File: src/rtl/hazard_stall_controller.sv
// Pipeline stall/flush sequencer: load-use bubbles, taken-branch flushes and memory freezes.
// Optional HAZARD_STATS_EN adds saturating stall-cycle and branch-flush counters.
module hazard_stall_controller #(
  parameter int REG_ADDR_W          = 4,
  parameter int LOAD_STALL_CYCLES   = 1,
  parameter int BRANCH_FLUSH_CYCLES = 2
) (
  input  logic                  clk,
  input  logic                  rst,
  input  logic [REG_ADDR_W-1:0] rs1_d,
  input  logic [REG_ADDR_W-1:0] rs2_d,
  input  logic                  rs1_used_d,
  input  logic                  rs2_used_d,
  input  logic [REG_ADDR_W-1:0] rd_e,
  input  logic                  wbs_e,
  input  logic                  mm_e,
  input  logic                  branch_taken_e,
  input  logic                  mem_busy,
  output logic                  pc_en,
  output logic                  fd_en,
  output logic                  de_en,
  output logic                  em_en,
  output logic                  fd_flush,
  output logic                  de_flush,
`ifdef HAZARD_STATS_EN
  output logic [15:0]           stall_cycles,
  output logic [15:0]           flush_events,
`endif
  output logic [1:0]            state_o
);

  // state      | meaning
  // RUN        | normal flow; events resolved with priority mem_busy > branch > hazard
  // LOAD_STALL | holding PC and F/D while bubbles enter D/E
  // MEM_WAIT   | full freeze until memory completes, plus one resume cycle
  // FLUSH      | continuing F/D and D/E flush after a taken branch
  typedef enum logic [1:0] {
    RUN        = 2'd0,
    LOAD_STALL = 2'd1,
    MEM_WAIT   = 2'd2,
    FLUSH      = 2'd3
  } state_t;

  localparam logic [2:0] LS_INIT = (LOAD_STALL_CYCLES > 1)   ? 3'(LOAD_STALL_CYCLES - 2)   : 3'd0;
  localparam logic [2:0] BF_INIT = (BRANCH_FLUSH_CYCLES > 1) ? 3'(BRANCH_FLUSH_CYCLES - 2) : 3'd0;

  state_t     state, state_n;
  logic [2:0] cnt, cnt_n;
  logic       hazard;
  logic       branch_acc;

  assign hazard = mm_e & wbs_e & (rd_e != '0) &
                  ((rs1_used_d & (rs1_d == rd_e)) | (rs2_used_d & (rs2_d == rd_e)));

  always_ff @(posedge clk) begin
    if (rst) begin
      state <= RUN;
      cnt   <= 3'd0;
    end else begin
      state <= state_n;
      cnt   <= cnt_n;
    end
  end

  always_comb begin
    state_n    = state;
    cnt_n      = cnt;
    branch_acc = 1'b0;
    {pc_en, fd_en, de_en, em_en} = 4'b1111;
    {fd_flush, de_flush}         = 2'b00;
    unique case (state)
      RUN: begin
        if (mem_busy) begin
          {pc_en, fd_en, de_en, em_en} = 4'b0000;
          state_n = MEM_WAIT;
        end else if (branch_taken_e) begin
          {fd_flush, de_flush} = 2'b11;
          branch_acc = 1'b1;
          if (BRANCH_FLUSH_CYCLES > 1) begin
            state_n = FLUSH;
            cnt_n   = BF_INIT;
          end
        end else if (hazard) begin
          {pc_en, fd_en} = 2'b00;
          de_flush       = 1'b1;
          if (LOAD_STALL_CYCLES > 1) begin
            state_n = LOAD_STALL;
            cnt_n   = LS_INIT;
          end
        end
      end
      MEM_WAIT: begin
        // the cycle memory completes is still frozen; RUN re-evaluates afterwards
        {pc_en, fd_en, de_en, em_en} = 4'b0000;
        if (!mem_busy) state_n = RUN;
      end
      LOAD_STALL: begin
        if (mem_busy) begin
          {pc_en, fd_en, de_en, em_en} = 4'b0000;
        end else begin
          {pc_en, fd_en} = 2'b00;
          de_flush       = 1'b1;
          if (cnt == 3'd0) state_n = RUN;
          else             cnt_n   = cnt - 3'd1;
        end
      end
      FLUSH: begin
        if (mem_busy) begin
          {pc_en, fd_en, de_en, em_en} = 4'b0000;
        end else begin
          {fd_flush, de_flush} = 2'b11;
          if (cnt == 3'd0) state_n = RUN;
          else             cnt_n   = cnt - 3'd1;
        end
      end
      default: state_n = RUN;
    endcase
    if (rst) begin
      {pc_en, fd_en, de_en, em_en} = 4'b0000;
      {fd_flush, de_flush}         = 2'b11;
      branch_acc = 1'b0;
    end
  end

  assign state_o = rst ? 2'd0 : state;

`ifdef HAZARD_STATS_EN
  always_ff @(posedge clk) begin
    if (rst) begin
      stall_cycles <= 16'd0;
      flush_events <= 16'd0;
    end else begin
      if (!pc_en && stall_cycles != 16'hFFFF) stall_cycles <= stall_cycles + 16'd1;
      if (branch_acc && flush_events != 16'hFFFF) flush_events <= flush_events + 16'd1;
    end
  end
`endif

endmodule
File: config.mk
export PLATFORM = sky130hd
export DESIGN_NAME = hazard_stall_controller
export DESIGN_NICKNAME = d
export VERILOG_FILES = /design/src/rtl/hazard_stall_controller.sv
export SDC_FILE = /design/constraint.sdc
export NUM_CORES = 1
export LEC_CHECK = 0
export CORE_UTILIZATION = 35
export CTS_CLUSTER_SIZE = 40
export DETAILED_ROUTE_END_ITERATION = 8
export GPL_TIMING_DRIVEN = 0
export PLACE_DENSITY = 0.85
export SETUP_SLACK_MARGIN = 0.1
export SLEW_MARGIN = 20
export SYNTH_ARGS = -nofsm -noshare
export SYNTH_HDL_FRONTEND = slang
export SYNTH_SLANG_ARGS = --single-unit
File: constraint.sdc
create_clock -name clk -period 1.6 [get_ports clk]
set_input_delay 0.16 -clock clk [delete_from_list [all_inputs] [get_ports clk]]
set_output_delay 0.16 -clock clk [all_outputs]
set_load 0.005 [all_outputs]
# After elaboration in Yosys (flattened, before gate mapping)
# Index checks and enable logic that the tools add are counted.
totals:
  input_bits: 20
  word_cells: 59
  regBits: 5
classes:
  bitwise_logic: 6
  n_addsub: 1
  n_mux: 29
  eq_ne: 12
  n_reduce_logical: 9
op_table:
  columns: ["op", "count"]
  rows:
  - ["$mux W1", 13]
  - ["$mux W2", 6]
  - ["$mux W3", 4]
  - ["$ne A2 B2 Y1 const B", 5]
  - ["$eq A4 B4 Y1", 2]
  - ["$pmux W1 S2", 3]
  - ["$pmux W2 S3", 1]
  - ["$pmux W3 S2", 1]
  - ["$and A1 B1 Y1", 5]
  - ["$reduce_and A5 Y1", 1]
  - ["$eq A2 B2 Y1 const B", 2]
  - ["$reduce_and A4 Y1", 1]
  - ["$reduce_bool A4 Y1", 1]
  - ["$reduce_or A2 Y1", 2]
  - ["$logic_not A3 Y1", 1]
  - ["$ne A3 B3 Y1 const B", 1]
  - ["$pmux W1 S3", 1]
  - ["$reduce_or A3 Y1", 1]
  - ["$sub A3 B1 Y3 const B", 1]
  - ["$eq A2 B1 Y1 const B", 1]
  - ["$logic_not A2 Y1", 1]
  - ["$ne A2 B1 Y1 const B", 1]
  - ["$reduce_bool A2 Y1", 1]
  - ["$or A1 B1 Y1", 1]

# Logic depth before layout (Yosys ltp)
depth:
  word_depth: 9
  ltp_mapped: 7
  mapped_depth_nobuf: 7

# Least setup slack after synthesis
# Ideal clock, no wire load.
synth_timing:
  kind: "register to register"
  from: "register state[0]"
  to: "register cnt[0]"
  n_path_buf: 0
  synth_period_minus_slack_ps: 1591
  slack_ps: 9
  path_stages_with_launch: 8
  arrival_time_ps: 1463
  cell_sequence: "dfxtp_1 inv_2 ha_1 and2b_1 nor4_2 a31o_2 mux2i_1 nor2_1"
synth_between:
  elab_chain_len: 4
  elab_cells_between_ends: 11
synth_lines:
  columns: ["item", "line", "text"]
  rows:
  - ["start: declaration", "47", "state_t state, state_n;"]
  - ["start signal: assignment", "60", "state <= state_n;"]
  - ["$eq A2 B2 Y1 / $eq A2 B1 Y1 (equally long branches)", "71", "unique case (state)"]
  - ["$reduce_or A2 Y1 (no source line)", null, null]
  - ["$ne A2 B2 Y1 (no source line) / $reduce_bool A2 Y1 (equally long branches)", null, null]
  - ["$reduce_and A5 Y1 (no source line)", null, null]
  - ["end signal: assignment", "61", "cnt <= cnt_n;"]
  - ["end: declaration", "48", "logic [2:0] cnt, cnt_n;"]
# Parallel ways exist; a longest one is shown, timed or not.
# A chain may end at the register's enable or synchronous reset.

# Worst setup path after layout
layout_timing:
  from: "register state[0]"
  to: "register cnt[1]"
# Same word-level chain as after synthesis.

==> impl_metrics.tcl <==
set metrics [dict create \
    clock-sinks 5 \
    hold_class "input port to flop" \
    synth.yosys.seq_area_share_pct 17.39 \
    cts_made_buffers 3 \
    grt_pass1_vias 774 \
    cts_tree "done" \
    synth_enable_flop_cells 0 \
    dp.cells 117 \
    period_needed_ns 1.633 \
    antenna_left 0 \
    slew_headroom_pct 84.24 \
    cts_buffer_depth 2 \
    globalRouteOverflowTotal 0 \
    num_rows 14 \
    netSwitchingFraction_pct 34.79 \
    synthArstFlopShare_pct 0 \
    finalSetupViolCount 2 \
    yosys_warnings 0 \
    fillCellCount 105 \
    synthDominantCellAreaShare_pct 17.39 \
    synth_fp_nets 103 \
    grt_max_degree 11 \
    final_util_pct 77.18 \
    syn_area_per_cell_um2 7.674 \
    drv_cap 0 \
    ys_seq_elements 5 \
    whs_ns 0.3500 \
    clock_latency_ns 0.24 \
    final_nets 154 \
    grt_pass1_wl_um 3001 \
    grt_usage_pct 21.86 \
    cpPeakStageDelay_ns 0.36 \
    rsz0062_at_grt "true" \
    gp_congestion 0.7074 \
    cp-start-kind "flop" \
    synth_cell_types 27 \
    arrival_ns 1.76 \
    violations "setup timing" \
    worstSetupEndpointType "flop" \
    critPathRequiredTime_ns 1.72 \
    p_sw_uw 258.8 \
    pwr-share-clk_pct 19.0 \
    final_cells 141 \
    synth_area_um2 575.6 \
    critPathSlowestCell "dfxtp_4" \
    port_buffers 26 \
    hold_viol 0 \
    core_area_um2 1524 \
    grt_antenna_before_repair 0 \
    synth_area_leaders "dfxtp_1, ha_1, nor2_1, xnor2_1, mux2i_1" \
    dr.pass1.iters 3 \
    drv_slew 0 \
    path_cells "inv_6 -> ha_4 -> buf_6 -> and2b_1 -> nor4_2 -> a31o_2 -> mux2i_1 -> nor2_1" \
    p_leak_uw 0.0005272 \
    post_cts_hold_buffer_count 0 \
    chipWidth_um 42.55 \
    fin_worst_skew_ns 0.0005163 \
    worst_slew_pin_slew_ns 0.2346 \
    wirelength_um 2084 \
    pin_count 28 \
    timing.fmax_mhz 612.3 \
    cellInternalPower_uw 485.1 \
    post-route-period-util_pct 102.1 \
    cpLargestDelayFamily "simple AND/OR/NAND/NOR gates" \
    path_max_fanout 4 \
    viasPerCell 5.369 \
    drtIter0Drc 15 \
    peakVddDrop_v 0.0003911 \
    regToRegSetupSlack_ns -0.03 \
    yosys.area.top_type "dfxtp_1" \
    ys.flop_type "dfxtp_1" \
    critPathBufInv 2 \
    start_util_pct 37.77 \
    htreeDepth 1 \
    cts_root_buf "clkbuf_4" \
    clk_pin_slew_ns 0.04 \
    vias 757 \
    die_h_um 42.55 \
    postSynthCellCount 75 \
    powerDensity_nw_per_um2 632.5 \
    hpwl_um 1140 \
    pwr-share-seq_pct 20.4 \
    num_antenna_cells 0 \
    wl_per_cell_um 14.78 \
    syn2layout_area_growth_pct 104.3 \
    place_ws_ns -0.6204 \
    fp.dieArea_um2 1811 \
    drive_gt1_share_pct 48.00 \
    final_common_cell "buf_4" \
    finalWorstSetupSlack_ns -0.03318 \
    layout_common_cells "buf_4, nor2_1, dlygate4sd2_1" \
    seqCellArea_um2 108.9 \
    multi_input_area_um2 535.5 \
    path_class "flop to flop" \
    drc 0 \
    setup_tns_ns -0.06040 \
    status "complete, but fails checks" \
    combinationalPowerShare_pct 60.5 \
]
[flip-flops by register name (all words and copies together) (netlist names)]
name and flops:
cnt 3, state 2
[worst reg2reg max path, delay by kind of cell (launching register included)]
| kind | cells | cell delay (ns) |
|---|---|---|
| AOI/OAI and AO/OA | 1 | 0.20 |
| and+or+nand+nor | 3 | 0.39 |
| muxes | 1 | 0.24 |
| adders and majority gates | 1 | 0.16 |
| buffers and inverters | 2 | 0.16 |
| DFF | 1 | 0.36 |
[final cells by class]
cell class | count | area share (%)
clock buffer | 4 | 2.234
timing repair buffer | 46 | 35.00
inverter | 7 | 2.872
multi-input combinational | 59 | 45.53
buffer | 4 | 3.404
tap | 16 | 1.702
sequential | 5 | 9.255
[power by group through the flow]
stage	logic, uW	registers (uW)	clock network [uW]
CTS	349	154	145
global route	479	153	162
global placement	266	152	0
floorplan	160	150	0
detailed placement	274	153	0
finish	450	152	142
[routing by layer]
layer | vias to the layer above | routed length [um] | GRT usage (%)
li1 | 354 | - | -
met1 | 367 | 787 | 21.41
met2 | 30 | 1181 | 45.23
met3 | 6 | 76 | 2.586
met4 | 0 | 38 | 7.500
met5 | - | 0 | 0
[path summary, 6_finish.rpt]
path | start | end | depth (start not counted)
worst min register to register | cnt[0] | cnt[0] | 2
worst min-delay path | mem_busy | state[0] | 3
worst max-delay path | state[0] | cnt[1] | 8
worst max register to register | state[0] | cnt[1] | 8
[cell families after synthesis]
group                    Yosys count  share of synthesized area, %
multiplexers                       4                         6.957
flip-flops                         5                         17.39
AND/OR/NAND/NOR                   28                         23.26
adder cells (fa/ha/maj)            8                         17.39
buffers and inverters             11                         10.21
AO/OA/AOI/OAI                     11                         12.61
XOR/XNOR                           8                         12.17
[cells in the mapped netlist (2+ instances only)]
| cell | count |
|---|---|
| ha_1 | 8 |
| o31ai_1 | 2 |
| o21ai_0 | 2 |
| xor2_1 | 3 |
| xnor2_1 | 5 |
| dfxtp_1 | 5 |
| buf_4 | 2 |
| inv_1 | 6 |
| mux2i_1 | 4 |
| nand3_1 | 2 |
| a21oi_1 | 2 |
| nor3_1 | 4 |
| nor2_1 | 16 |
[per-stage QoR]
| stage | power, uW | area (um^2) |
|---|---|---|
| floorplan | 309.3 | 579.3 |
| global placement | 417.6 | 859.6 |
| detailed placement | 427.5 | 859.6 |
| CTS | 647.4 | 1030 |
| global route | 794.4 | 1176 |
| finish | 743.9 | 1176 |
[timing repair]
item / CTS / global route
pin swaps: 15 / 13
endpoints found under the setup margin: 12 / 11
hold endpoints to repair: 0 / 0
buffers inserted: 12 / 10
resized for setup: 71 / 27
cloned: 0 / 0
Power figures use the tool's default switching activity.
